--- config.mk ---
export PLATFORM = sky130hd
export DESIGN_NAME = ins_fetch_ctrl_flat
export DESIGN_NICKNAME = d
export VERILOG_FILES = /design/src/rtl/cpu_pkg.sv /design/src/rtl/ins_fetch_ctrl_if.sv /design/src/rtl/ins_byte_packer.sv /design/src/rtl/ins_fetch_ctrl.sv /design/src/flat_wrapper.sv
export SDC_FILE = /design/constraint.sdc
export NUM_CORES = 1
export LEC_CHECK = 0
export BUFFER_PORTS_ARGS = -buffer_cell sky130_fd_sc_hd__clkbuf_2
export CORE_ASPECT_RATIO = 0.8
export CORE_MARGIN = 5
export CORE_UTILIZATION = 47
export CTS_BUF_LIST = sky130_fd_sc_hd__clkbuf_4 sky130_fd_sc_hd__clkbuf_8
export DETAILED_ROUTE_END_ITERATION = 8
export PLACE_DENSITY = 0.78
export SETUP_SLACK_MARGIN = 0.1
export SLEW_MARGIN = 10
export SYNTH_ARGS = -nofsm -noshare
export SYNTH_HDL_FRONTEND = slang
export SYNTH_HIERARCHICAL = 1
export SYNTH_SLANG_ARGS = --single-unit
--- constraint.sdc ---
create_clock -name CLK -period 2.5 [get_ports CLK]
set_clock_uncertainty 0.2 [all_clocks]
set_input_delay 0.625 -clock CLK [delete_from_list [all_inputs] [get_ports CLK]]
set_output_delay 0.625 -clock CLK [all_outputs]
set_load 0.05 [all_outputs]
--- src/rtl/cpu_pkg.sv ---
// Shared CPU definitions: fetch FSM state encoding, opcode constants and
// instruction field positions used by the fetch front end and decode.
package cpu_pkg;

    typedef enum logic [1:0] {
        ST_IDLE   = 2'd0,
        ST_FETCH  = 2'd1,
        ST_VALID  = 2'd2,
        ST_HALTED = 2'd3
    } fetch_state_t;

    // Opcodes (ins[31:26])
    localparam logic [5:0] OP_SPECIAL = 6'b000000;
    localparam logic [5:0] OP_J       = 6'b000010;
    localparam logic [5:0] OP_BEQ     = 6'b000100;
    localparam logic [5:0] OP_ADDI    = 6'b001000;
    localparam logic [5:0] OP_LW      = 6'b100011;
    localparam logic [5:0] OP_SW      = 6'b101011;
    localparam logic [5:0] OP_HALT    = 6'b111111;

    // Instruction field bit positions
    localparam int OPCODE_HI = 31;
    localparam int OPCODE_LO = 26;
    localparam int RS_HI     = 25;
    localparam int RS_LO     = 21;
    localparam int RT_HI     = 20;
    localparam int RT_LO     = 16;
    localparam int RD_HI     = 15;
    localparam int RD_LO     = 11;
    localparam int SA_HI     = 10;
    localparam int SA_LO     = 6;
    localparam int IMM_HI    = 15;
    localparam int IMM_LO    = 0;
    localparam int JADDR_HI  = 25;
    localparam int JADDR_LO  = 0;

    function automatic logic [5:0] opcode_of(input logic [31:0] ins);
        return ins[OPCODE_HI:OPCODE_LO];
    endfunction

endpackage

--- src/rtl/ins_fetch_ctrl_if.sv ---
// Bus bundle between the fetch controller, the byte-wide instruction memory,
// decode and the datapath redirect path.
//
// Handshake: ins/ins_pc are offered while ins_valid=1 and stay stable until
// the edge where ins_valid & ins_ready are both 1; that edge transfers the
// word. ins_valid never waits on ins_ready. redirect is a single-cycle strobe
// sampled on the edge, with no acknowledge.
interface ins_fetch_ctrl_if;
    import cpu_pkg::*;

    logic [31:0] mem_addr;
    logic        mem_rd;
    logic [7:0]  mem_rdata;
    logic [31:0] ins;
    logic [31:0] ins_pc;
    logic        ins_valid;
    logic        ins_ready;
    logic        redirect;
    logic [31:0] redirect_pc;
    logic [31:0] pc;
    logic        halt;
    logic        addr_err;

    modport master (
        output mem_addr, mem_rd, ins, ins_pc, ins_valid, pc, halt, addr_err,
        input  mem_rdata, ins_ready, redirect, redirect_pc
    );

    modport slave (
        input  mem_addr, mem_rd, ins, ins_pc, ins_valid, pc, halt, addr_err,
        output mem_rdata, ins_ready, redirect, redirect_pc
    );

endinterface

--- src/rtl/ins_byte_packer.sv ---
// Assembles four big-endian bytes into a 32-bit word. idx selects the byte
// lane (3-idx) written on each load; clear drops any partial word.
module ins_byte_packer
    import cpu_pkg::*;
(
    input  logic        CLK,
    input  logic        Reset,
    input  logic        clr,
    input  logic        load,
    input  logic [7:0]  byte_in,
    output logic [1:0]  idx,
    output logic [31:0] word
);

    // Byte index counter and assembly register; clear wins over load.
    always_ff @(posedge CLK or posedge Reset) begin
        if (Reset) begin
            idx  <= 2'd0;
            word <= 32'd0;
        end else if (clr) begin
            idx  <= 2'd0;
            word <= 32'd0;
        end else if (load) begin
            // lane 3-idx starts at bit 8*(3-idx); for a 2-bit idx 3-idx == ~idx
            word[{~idx, 3'b000} +: 8] <= byte_in;
            idx                       <= idx + 2'd1;
        end
    end

endmodule

--- src/rtl/ins_fetch_ctrl.sv ---
// Instruction fetch sequencer: owns the PC, reads four bytes per instruction,
// offers the word to decode, follows redirects and stops on HALT or on a
// fetch past the end of instruction memory.
module ins_fetch_ctrl
    import cpu_pkg::*;
#(
    parameter logic [31:0] PC_RESET  = 32'h0000_0000,
    parameter int unsigned MEM_BYTES = 128,
    parameter logic [5:0]  HALT_OP   = OP_HALT
)(
    input  logic               CLK,
    input  logic               Reset,
    ins_fetch_ctrl_if.master   bus,
    output fetch_state_t       dbg_state
);

    // Highest PC whose four bytes all lie inside the memory.
    localparam logic [31:0] LAST_WORD = 32'(MEM_BYTES - 4);

    fetch_state_t state, state_n;
    logic [31:0]  pc_q, pc_n, ins_pc_q;
    logic         addr_err_q, err_set;
    logic         pk_clr, pk_load, capture;
    logic [1:0]   idx;
    logic [31:0]  word;
    logic [31:0]  redirect_target;
    logic         misaligned, out_of_range, start_blocked, accept, is_halt;

    ins_byte_packer u_packer (
        .CLK     (CLK),
        .Reset   (Reset),
        .clr     (pk_clr),
        .load    (pk_load),
        .byte_in (bus.mem_rdata),
        .idx     (idx),
        .word    (word)
    );

    assign redirect_target = {bus.redirect_pc[31:2], 2'b00};
    assign misaligned      = bus.redirect & (bus.redirect_pc[1:0] != 2'b00);
    assign out_of_range    = (pc_q > LAST_WORD);
    // A word that would start past the end is refused before any byte read.
    assign start_blocked   = (idx == 2'd0) && out_of_range;
    assign accept          = (state == ST_VALID) && bus.ins_ready;
    assign is_halt         = (opcode_of(word) == HALT_OP);

    // Next-state, next-PC and packer control.
    always_comb begin
        state_n = state;
        pc_n    = pc_q;
        pk_clr  = 1'b0;
        pk_load = 1'b0;
        capture = 1'b0;
        err_set = 1'b0;
        case (state)
            ST_IDLE: begin
                state_n = ST_FETCH;
                pk_clr  = 1'b1;
                if (bus.redirect) begin
                    pc_n    = redirect_target;
                    err_set = misaligned;
                end
            end
            ST_FETCH: begin
                if (bus.redirect) begin
                    pc_n    = redirect_target;
                    pk_clr  = 1'b1;
                    err_set = misaligned;
                end else if (start_blocked) begin
                    state_n = ST_HALTED;
                    err_set = 1'b1;
                end else begin
                    pk_load = 1'b1;
                    if (idx == 2'd3) begin
                        capture = 1'b1;
                        state_n = ST_VALID;
                    end
                end
            end
            ST_VALID: begin
                // An accepted HALT stops fetch even if a redirect coincides.
                if (accept && is_halt) begin
                    state_n = ST_HALTED;
                    err_set = misaligned;
                end else if (bus.redirect) begin
                    pc_n    = redirect_target;
                    pk_clr  = 1'b1;
                    state_n = ST_FETCH;
                    err_set = misaligned;
                end else if (accept) begin
                    pc_n    = pc_q + 32'd4;
                    pk_clr  = 1'b1;
                    state_n = ST_FETCH;
                end
            end
            ST_HALTED: begin
                state_n = ST_HALTED;
            end
            default: begin
                state_n = ST_IDLE;
            end
        endcase
    end

    // State, PC, captured ins_pc and sticky address error registers.
    always_ff @(posedge CLK or posedge Reset) begin
        if (Reset) begin
            state      <= ST_IDLE;
            pc_q       <= PC_RESET;
            ins_pc_q   <= 32'd0;
            addr_err_q <= 1'b0;
        end else begin
            state <= state_n;
            pc_q  <= pc_n;
            if (capture) begin
                ins_pc_q <= pc_q;
            end
            if (err_set) begin
                addr_err_q <= 1'b1;
            end
        end
    end

    assign bus.mem_addr  = pc_q + {30'd0, idx};
    assign bus.mem_rd    = (state == ST_FETCH) && !start_blocked;
    assign bus.ins       = word;
    assign bus.ins_pc    = ins_pc_q;
    assign bus.ins_valid = (state == ST_VALID);
    assign bus.pc        = pc_q;
    assign bus.halt      = (state == ST_HALTED);
    assign bus.addr_err  = addr_err_q;
    assign dbg_state     = state;

endmodule

--- src/flat_wrapper.sv ---
// flat-port wrapper written by rule: the top's interface ports become plain ports
module ins_fetch_ctrl_flat import cpu_pkg::*;
#(
    parameter logic [31:0] PC_RESET  = 32'h0000_0000,
    parameter int unsigned MEM_BYTES = 128,
    parameter logic [5:0]  HALT_OP   = OP_HALT
)
  (CLK, Reset, dbg_state, bus_mem_addr, bus_mem_rd, bus_ins, bus_ins_pc, bus_ins_valid, bus_pc, bus_halt, bus_addr_err, bus_mem_rdata, bus_ins_ready, bus_redirect, bus_redirect_pc);
  ins_fetch_ctrl_if bus_i ();
  input  logic CLK;
  input  logic Reset;
  output fetch_state_t dbg_state;
  output wire logic [$bits(bus_i.mem_addr)-1:0] bus_mem_addr;
  output wire logic [$bits(bus_i.mem_rd)-1:0] bus_mem_rd;
  output wire logic [$bits(bus_i.ins)-1:0] bus_ins;
  output wire logic [$bits(bus_i.ins_pc)-1:0] bus_ins_pc;
  output wire logic [$bits(bus_i.ins_valid)-1:0] bus_ins_valid;
  output wire logic [$bits(bus_i.pc)-1:0] bus_pc;
  output wire logic [$bits(bus_i.halt)-1:0] bus_halt;
  output wire logic [$bits(bus_i.addr_err)-1:0] bus_addr_err;
  input wire logic [$bits(bus_i.mem_rdata)-1:0] bus_mem_rdata;
  input wire logic [$bits(bus_i.ins_ready)-1:0] bus_ins_ready;
  input wire logic [$bits(bus_i.redirect)-1:0] bus_redirect;
  input wire logic [$bits(bus_i.redirect_pc)-1:0] bus_redirect_pc;
  assign bus_mem_addr = bus_i.mem_addr;
  assign bus_mem_rd = bus_i.mem_rd;
  assign bus_ins = bus_i.ins;
  assign bus_ins_pc = bus_i.ins_pc;
  assign bus_ins_valid = bus_i.ins_valid;
  assign bus_pc = bus_i.pc;
  assign bus_halt = bus_i.halt;
  assign bus_addr_err = bus_i.addr_err;
  assign bus_i.mem_rdata = bus_mem_rdata;
  assign bus_i.ins_ready = bus_ins_ready;
  assign bus_i.redirect = bus_redirect;
  assign bus_i.redirect_pc = bus_redirect_pc;
  ins_fetch_ctrl #(.PC_RESET(PC_RESET), .MEM_BYTES(MEM_BYTES), .HALT_OP(HALT_OP)) u_core (.CLK(CLK), .Reset(Reset), .bus(bus_i), .dbg_state(dbg_state));
endmodule
# Word level (Yosys, flattened, before mapping)
# Cells that the tools add are included.
[classes] addsub=4 mul=0 div=0 n_lt_le_gt_ge=1 n_eq_ne=11 shifts=2 mux=34 n_bitwise=2 n_reduce_logical=13
[op_table] cell="two-way mux 32 bit" count=6
[op_table] cell="one-hot mux 32 bit (2 select lines)" count=1
[op_table] cell="adder 32 x 2 -> 32 bit" count=1
[op_table] cell="adder 32 x 3 -> 32 bit, second input constant" count=1
[op_table] cell="bitwise mux 32 bit" count=1
[op_table] cell="> comparator 32 x 7 -> 1 bit, second input constant" count=1
[op_table] cell="variable shift 8 x 7 -> 32 bit, first input constant" count=1
[op_table] cell="indexed part select 8 x 7 -> 32 bit" count=1
[op_table] cell="two-way mux 2 bit" count=8
[op_table] cell="two-way mux 1 bit" count=15
[op_table] cell="one-hot mux 2 bit (4 select lines)" count=1
[op_table] cell="negation 5 -> 7 bit" count=1
[op_table] cell="equality test 2 bit, second input constant" count=3
[op_table] cell="equality test 6 bit, second input constant" count=1
[op_table] cell="inequality test 3 x 1 -> 1 bit, second input constant" count=2
[op_table] cell="one-hot mux 1 bit (3 select lines)" count=2
[op_table] cell="nonzero test 2 bit" count=3
[op_table] cell="logical AND 1 bit" count=4
[op_table] cell="logical NOT 2 bit" count=2
[op_table] cell="inequality test 2 bit, second input constant" count=2
[op_table] cell="inequality test 4 x 1 -> 1 bit, second input constant" count=1
[op_table] cell="AND reduction 4 bit" count=1
[op_table] cell="AND reduction 3 bit" count=1
[op_table] cell="adder 2 x 1 -> 2 bit, second input constant" count=1
[op_table] cell="6 further kinds" count=6
[totals] reg_bits=101 latchBits=0 ram_bits=0 romBits=0 inputBits=44 out_inout_bits=134 elab_cells=73 n_memories=0

# Depth between registers and ports, before layout
# Gate-level depths: netlist (run 1).
[logic_depth] word_depth=7 mapped_depth=9 depth_no_buf=8

# Modules after synthesis
# The synthesis (run 1) kept the hierarchy.
[by_module_without_submodules] mod="ins_fetch_ctrl" n_inst=1 cells_each=386 area_each_um2=3588.4 seq_area_each_um2=1576.5
[by_module_without_submodules] mod="ins_byte_packer" n_inst=1 cells_each=123 area_each_um2=1655.3 seq_area_each_um2=850.8

# Least setup slack after synthesis (run 1)
# No wires, ideal clock.
[synth_path] path_kind="reg-to-output" start="register u_core.pc_q[19], in the netlist u_core/bus.pc[19]" end="output port bus_mem_rd" t_arrival_ns=2.204 required_time_ns=1.675 path_slack_ns=-0.529 path_stages_with_launch=7 path_buffers=1 path_cell_list="dfrtp_1 clkbuf_1 nor4_1 nand4_1 nor3_1 nor3_1 nor2_1"
[synth_via] elab_chain_cells=4
[synth_rtl] item="start: declaration" line="ins_fetch_ctrl.sv:21" rtl="logic [31:0] pc_q, pc_n, ins_pc_q;"
[synth_rtl] item="start signal: assignment" line="ins_fetch_ctrl.sv:114" rtl="pc_q <= pc_n;"
[synth_rtl] item="> comparator 32 x 7 -> 1 bit" line="ins_fetch_ctrl.sv:41" rtl="assign out_of_range = (pc_q > LAST_WORD);"
[synth_rtl] item="logical AND 1 bit" line="ins_fetch_ctrl.sv:43" rtl="assign start_blocked = (idx == 2'd0) && out_of_range;"
[synth_rtl] item="logical NOT 1 bit" line="ins_fetch_ctrl.sv:125" rtl="assign bus.mem_rd = (state == ST_FETCH) && !start_blocked;"
[synth_rtl] item="logical AND 1 bit" line="ins_fetch_ctrl.sv:125"
[synth_rtl] item="end: declaration" line="flat_wrapper.sv:14" rtl="output wire logic [$bits(bus_i.mem_rd)-1:0] bus_mem_rd;"
# No other way between the ends.

# Final worst setup path (run 1)
[layout_path] start="register u_core.pc_q[2], in the netlist u_core/bus.pc[2]" end="output port bus_mem_rd"
# The elaborated chain is that of the path after synthesis.

==> impl_results.md, run 1 <==
* Register area share after synthesis at 46.3%
* DRT iter0 DRCs at 623
* Clock transition time at the flip-flop clock pins of the worst setup and hold paths at 0.10 ns
* Proportion of synthesized flip-flops having asynchronous set or reset at 100%
* Routed length per instance at 19.5 um
* Cell seen most often among critical-path stages: nor3_4
* Count of placed standard cells in the final layout, fillers left out at 830
* First-pass GRT wire length at 25.6 mm
* Number of clock sinks at 97
* Final Hold Fails at 0
* Delay of the slowest critical-path stage at 0.45 ns
* Leakage power at 3.25 nW
* Count of vias placed by the detailed router at 4907
* Total clock buffers created by CTS at 9
* Global-route total usage across every layer at 23.7%
* Dpl cells at 806
* Post-placement setup slack at -0.170 ns
* Sum of negative setup slack at -0.379 ns
* Total iterations of the first detailed-routing run at 8
* Failing checks: setup timing
* Max-cap violation count at 0
* Buffers on Ports at 173
* Ratio of final minimum period to clock period at 108%
* Yosys Warn Count at 6
* Worst setup path start: u_core/bus.pc[2]
* Final critical delay including setup and external delays at 2.69 ns
* Number of fillers in the final layout at 879
* Final-layout worst hold slack at 0.0588 ns
* Number of enable-type register cells in the synthesized netlist at 0
* Post-DP HPWL at 11.8 mm
* PnR worst setup slack at -0.192 ns
* Status: finished with violations
* Headroom to the max-slew limit at 48.1%
* Critical Path Sink Type: output port
* Combined area of all synthesized cells at 5240 um2
* Data required time of the critical path at 1.67 ns
* Critical path fanouts, max at 5
* Cell-by-cell trace of the critical path: ha_1 > nand4_4 > nor2_2 > nor3_4 > nor3_4 > nor2_4 > buf_12
* Die area at 13400 um2
* Clk Tree Root Cell: clkbuf_8
* Die outline width at 128 um
* Sequential cell area in the final layout at 2440 um2
* Mean cell area of the mapped netlist at 10.3 um2
* Power per standard cell area at 582 nW/um2
* Diodes inserted at 0
* Start-to-end type of the worst setup path: register to output port
* Endpoint arrival time on the critical path at 1.87 ns
* Number of design rule violations left after detail routing at 0
* CTS HTree Levels at 3
* Post-synthesis cell type count at 66
* Clock network latency to the later pin of the worst-skew pair at 0.37 ns
* Final core utilization at 63.3%
* Setup repair after global routing missed its margin: true
* Floorplan die height at 104 um
* Final std cell area, no fill at 6890 um2
* Final count of negative-setup-slack endpoints at 12
* Largest net degree at the start of global routing at 39
* Count of state elements after synthesis at 97
* Final number of max-transition violations at 0
* Maximum vdd drop at 0.277 mV
* Area growth syn-to-layout at 31.4%
* Core region area at 10900 um2
* Nets at 732
* Effective utilization at floorplan at 48.2%
* Final routed wirelength across all metal layers at 16.1 mm
* Ratio of cells with drive above 1 in the final layout at 49.4%
* Standard cell area after detailed placement at 6450 um2
* Startpoint of the worst-slack reg-to-reg timing path: u_core/bus.pc[2]
* Measured slew at the worst slew-check pin at 0.767 ns
* Antenna violations before repair at 0
* Slowest-stage cell, CP: dfrtp_2
* Max Freq at 372 MHz
* Final Wtd Congestion at 0.854
* Vias per cell at 5.91
* Number of rows created at floorplan at 34
* Vias in the first global route at 4846
* Count of mapped cells out of synthesis at 509
* Predominant post-synthesis flop cell: dfrtp_1
* Post-route antenna net violation count at 0
* Multi-input logic area at 2620 um2
* Clock tree from TritonCTS: built
* Top-level port count at 178
* Total chip power at 4.01 mW
* Class of the most critical hold timing path: input port to async pin
* Remaining Overflow, GRT at 0
* Clock Tree Buf Depth at 2
* Kind of launch point of the worst setup path: register
-- critical path, delay by kind of cell (launching register included) --
| kind | cells | cell delay [ns] |
|---|---|---|
| adder cells (fa/ha/maj) | 1 | 0.25 |
| buffers and inverters | 1 | 0.14 |
| flip-flops | 1 | 0.45 |
| AND/OR/NAND/NOR | 5 | 0.65 |
-- final cells by class --
class	instances	area share (%)
Clock buffer	10	1.91
Clock inverter	6	0.981
Inverter	8	0.436
Multi-Input combinational cell	331	38.0
Sequential cell	97	35.4
Tap cell	144	2.61
Timing Repair Buffer	234	20.7
-- flip-flops by register name, summed over array words and instances (netlist names) --
| register | flops |
|---|---|
| u_core/bus.ins_pc | 30 |
| u_core/u_packer/word | 32 |
| u_core/bus.pc | 30 |
| u_core/u_packer/idx | 2 |
| u_core/bus.addr_err | 1 |
| u_core/dbg_state | 2 |
-- where the power goes --
| part | total (mW) | switching [mW] | internal [mW] |
|---|---|---|---|
| Combinational | 1.25 | 0.934 | 0.315 |
| Clock | 1.05 | 0.568 | 0.478 |
| Sequential | 1.72 | 0.0711 | 1.65 |
| Total | 4.01 | 1.57 | 2.44 |
-- final timing paths --
| kind | endpoint | slack, ns | cells after the start |
|---|---|---|---|
| worst min-delay path | u_core/dbg_state[1] | 0.06 | 2 |
| worst max register to register | u_core/u_packer/word[25] | -0.07 | 11 |
| min in group CLK | u_core/bus.pc[3] | 0.28 | 3 |
| worst max-delay path | bus_mem_rd | -0.19 | 7 |
| max in group asynchronous | u_core/bus.pc[12] | 1.39 | 3 |
| worst min register to register | u_core/bus.addr_err | 0.28 | 1 |
-- cells by family (layout without fill, tap and decap cells) --
kind of cell	after synthesis	after routing	synth area share, %
mux	33	33	7.01
simple gates	147	147	16.7
flops	97	97	46.3
other cells	1	4	0.0715
xor+xnor	2	2	0.334
compound gates	138	138	20.5
buf+inv	84	258	7.42
fa+ha+maj	7	7	1.67
-- cell usage after synthesis, drive strengths merged (8+ instances only) --
master	number	area, um2
mux2	30	338
a32o	16	160
nand4	19	146
nor3	12	60.1
dfrtp	97	2430
nor2	28	108
inv	8	30.0
buf	34	199
o22a	9	78.8
clkbuf	42	160
nand4b	8	70.1
nor2b	10	62.6
nand2	20	75.1
o21ai	21	105
nand3	16	85.1
nor4	8	65.1
o2bb2ai	16	228
a21oi	47	258
-- layer usage --
metal  wire, um  GRT usage, %
met1       6560          32.6
met2       7840          37.4
met3       1410          4.88
met4        341          8.03
met5          0             0
-- placed cells by master (no fill, tap or decap), drive strengths merged, types with 5 or more instances in the layout --
master / synthesis / final
nand2: 20 / 20
nor3: 12 / 12
o22ai: 6 / 6
mux2: 30 / 30
nor2b: 10 / 10
ha: 7 / 7
buf: 34 / 62
nor2: 28 / 28
and4: 6 / 6
nand3: 16 / 16
a2bb2oi: 5 / 5
o21ai: 21 / 21
o2bb2ai: 16 / 16
nand4b: 8 / 8
nor4: 8 / 8
nand4: 19 / 19
o22a: 9 / 9
a21oi: 47 / 47
a32o: 16 / 16
dfrtp: 97 / 97
clkbuf: 42 / 182
inv: 8 / 9
-- what timing repair did --
| item | 4_1_cts | 5_1_grt |
|---|---|---|
| cloned | 2 | 0 |
| buffers inserted | 4 | 2 |
| pin swaps | 16 | 10 |
| gates resized for setup | 16 | 11 |
| hold buffers | 0 | 0 |
| setup endpoints to repair | 34 | 41 |
Note: power is estimated with default switching activity, not from simulation.
==> inputs of run 2 (changes only) <==
CORE_UTILIZATION = 56   (was 47)
PLACE_DENSITY = 0.88   (was 0.78)
clock period = 3.41 ns   (was 2.5 ns; I/O delays follow)
==> impl_results.md, run 2 (synthesized netlist as in run 1, its figures left out) <==
* Final std cell area, no fill at 6260 um2 (was 6890 um2)
* Status: finished clean (was finished with violations)
* Remaining Overflow, GRT at 0 (unchanged)
* Critical Path Sink Type: output port (unchanged)
* CTS HTree Levels at 3 (unchanged)
* Number of rows created at floorplan at 31 (was 34)
* Top-level port count at 178 (unchanged)
* Nets at 684 (was 732)
* Ratio of cells with drive above 1 in the final layout at 42.4% (was 49.4%)
* Post-route antenna net violation count at 0 (unchanged)
* Buffers on Ports at 173 (unchanged)
* Maximum vdd drop at 0.311 mV (was 0.277 mV)
* Die area at 11400 um2 (was 13400 um2)
* R2r setup slk at 0.48 ns (was -0.07 ns)
* R2R depth at 6 (was 11)
* Final Hold Fails at 0 (unchanged)
* Number of design rule violations left after detail routing at 0 (unchanged)
* Clock Tree Buf Depth at 2 (unchanged)
* Share of total power consumed by net switching at 38.4% (was 39.2%)
* Routed length per instance at 19.9 um (was 19.5 um)
* Total length of routed met2 wires at 7.19 mm (was 7.84 mm)
* Gate family responsible for the most delay along the worst path: simple AND/OR/NAND/NOR gates (unchanged)
* End of the worst register-to-register path: u_core/u_packer/word[22] (was u_core/u_packer/word[25])
* Hold worst-path end: u_core/u_packer/word[5]
* Endpoint arrival time on the critical path at 2.11 ns (was 1.87 ns)
* Critical path fanouts, max at 10 (was 5)
* Vias in the first global route at 4591 (was 4846)
* Final Wtd Congestion at 0.831 (was 0.854)
* Core region area at 9110 um2 (was 10900 um2)
* Startpoint of the worst-slack reg-to-reg timing path: u_core/u_packer/word[26] (was u_core/bus.pc[2])
* Postcts setup bufs at 0 (was 4)
* Final count of negative-setup-slack endpoints at 0 (was 12)
* Floorplan die height at 96.6 um (was 104 um)
* Final routed wirelength across all metal layers at 15.0 mm (was 16.1 mm)
* Sum of negative setup slack at 0 ns (was -0.379 ns)
* Clock transition time at the flip-flop clock pins of the worst setup and hold paths at 0.10 ns (about the same)
* Measured slew at the worst slew-check pin at 1.22 ns (was 0.767 ns)
* Diodes inserted at 0 (unchanged)
* Register with the most flip-flops: u_core/u_packer/word (unchanged)
* First-pass GRT wire length at 23.6 mm (was 25.6 mm)
* Antenna violations before repair at 0 (unchanged)
* Total net switching power at 1.09 mW (was 1.57 mW)
* Slowest-stage cell, CP: dfrtp_1 (was dfrtp_2)
* Clock share of power at 27.4% (was 26.1%)
* Clock tree from TritonCTS: built (unchanged)
* Startpoint of the worst hold path: u_core/u_packer/word[5]
* Total chip power at 2.83 mW (was 4.01 mW)
* Setup repair after global routing missed its margin: false (was true)
* Total iterations of the first detailed-routing run at 5 (was 8)
* Dpl cells at 737 (was 806)
* Ratio of final minimum period to clock period at 92.8%
* Area growth syn-to-layout at 19.3% (was 31.4%)
* Clock network latency to the later pin of the worst-skew pair at 0.38 ns (was 0.37 ns)
* Clk Tree Root Cell: clkbuf_8 (unchanged)
* Cell-by-cell trace of the critical path: nor4_1 > nand3_1 > nor3_2 > nor3_2 > nor2_1 > buf_2 (was ha_1 > nand4_4 > nor2_2 > nor3_4 > nor3_4 > nor2_4 > buf_12)
* Delay of the slowest critical-path stage at 0.50 ns (was 0.45 ns)
* Largest net degree at the start of global routing at 39 (unchanged)
* Start-to-end type of the worst setup path: register to output port (unchanged)
* Vias per cell at 6.25 (was 5.91)
* Final number of max-transition violations at 0 (unchanged)
* Most common library cell in the layout ignoring fill and taps: clkbuf_2 (unchanged)
* Power per standard cell area at 452 nW/um2 (was 582 nW/um2)
* Post-Route M1 WL at 6.09 mm (was 6.56 mm)
* Count of buffering cells on the critical path with inverters included at 1 (unchanged)
* Met3 Routed Length at 1.37 mm (was 1.41 mm)
* Number of fillers in the final layout at 709 (was 879)
* Count of vias placed by the detailed router at 4698 (was 4907)
* Effective utilization at floorplan at 57.5% (was 48.2%)
* Class of the most critical hold timing path: register to register (was input port to async pin)
* Number of clock sinks at 97 (unchanged)
* Post-DP HPWL at 10.8 mm (was 11.8 mm)
* Worst hold stages at 1
* Die outline width at 118 um (was 128 um)
* Total clock buffers created by CTS at 9 (unchanged)
* Count of placed standard cells in the final layout, fillers left out at 752 (was 830)
* Kind of launch point of the worst setup path: register (unchanged)
* Internal power summed over all cells at 1.74 mW (was 2.44 mW)
* Max Freq at 316 MHz
* Share of total power in sequential cells at 47.0% (was 42.8%)
* Final critical delay including setup and external delays at 3.17 ns
* Global-route total usage across every layer at 25.7% (was 23.7%)
* Max-cap violation count at 0 (unchanged)
* DRT iter0 DRCs at 611 (was 623)
* Highest-count cells in the layout ignoring fill and taps: clkbuf_2 (172), dfrtp_1 (93), a21oi_1 (43), mux2_2 (30), nor2_1 (26) (was clkbuf_2 (172), dfrtp_1 (86), buf_4 (54), a21oi_1 (43), mux2_2 (30))
* Cell seen most often among critical-path stages: nor3_2 (was nor3_4)
* Data required time of the critical path at 2.36 ns (was 1.67 ns)
* Headroom to the max-slew limit at 17.8% (was 48.1%)
* Top layer reached by signal wires: met4 (unchanged)
* Max reg flops at 32 (unchanged)
* Combinational cell fraction of total power at 25.5% (was 31.1%)
* Leakage power at 2.97 nW (was 3.25 nW)
* Standard cell area after detailed placement at 6030 um2 (was 6450 um2)
## run 2: layout make-up
cell class | instances | area [um2] | area share (%)
multi-input cells | 331 | 2480 | 39.6
well taps | 115 | 144 | 2.30
flip-flops and latches | 97 | 2430 | 38.9
clock buffers | 12 | 159 | 2.54
inverters | 8 | 30.0 | 0.480
repair buffers | 186 | 976 | 15.6
clock inverters | 3 | 40.0 | 0.640
## run 2: worst reg2reg max path, stage by stage, from the launching register on
cell	delay, ns
dfrtp_1	0.45
nand4_1	0.12
nor2_1	0.39
a211oi_1	0.18
o21bai_1	0.20
nor4bb_1	1.03
a32o_1	0.30
## run 2: metrics by stage
| stage | hold slack (ns) | utilization [%] | worst slack (ns) |
|---|---|---|---|
| CTS | 0.299 | 68.5 | 0.127 |
| floorplan | 0.580 | - | 0.153 |
| finish | 0.294 | 68.6 | 0.244 |
| global placement | 0.256 | 66.2 | 0.497 |
| global route | 0.310 | 68.6 | 0.126 |
| detailed placement | 0.280 | 66.2 | 0.324 |
## run 2: timing repair
action | in CTS | in global routing
gates resized for setup | 2 | 8
setup endpoints to repair | 1 | 1
hold endpoints to repair | 0 | 0
hold buffers | 0 | 0
## run 2: worst max-delay path by stage
| stage | end | cells after the start | from |
|---|---|---|---|
| after global routing | bus_mem_rd | 6 | u_core/bus.pc[7] |
| final | bus_mem_rd | 6 | u_core/bus.pc[15] |
| after detailed placement | u_core/u_packer/word[22] | 6 | bus_redirect |
| after global placement | bus_mem_rd | 7 | u_core/bus.pc[2] |
| after floorplan | bus_mem_rd | 6 | u_core/bus.pc[19] |
| after CTS | bus_mem_rd | 7 | u_core/bus.pc[2] |
## run 2: power by group through the flow
stage	combinational (mW)	clock, mW	sequential, mW
2_1_floorplan	0.413	0	1.48
3_3_place_gp	0.719	0	1.34
3_5_place_dp	0.722	0	1.35
4_1_cts	0.725	0.793	1.32
5_1_grt	0.759	0.835	1.35
6_report	0.723	0.776	1.33
## run 2: per-layer routing
| layer | track usage (%) | vias up |
|---|---|---|
| li1 | - | 2105 |
| met1 | 32.7 | 2274 |
| met2 | 41.3 | 283 |
| met3 | 7.68 | 36 |
| met4 | 11.4 | 0 |
| met5 | 0 | - |
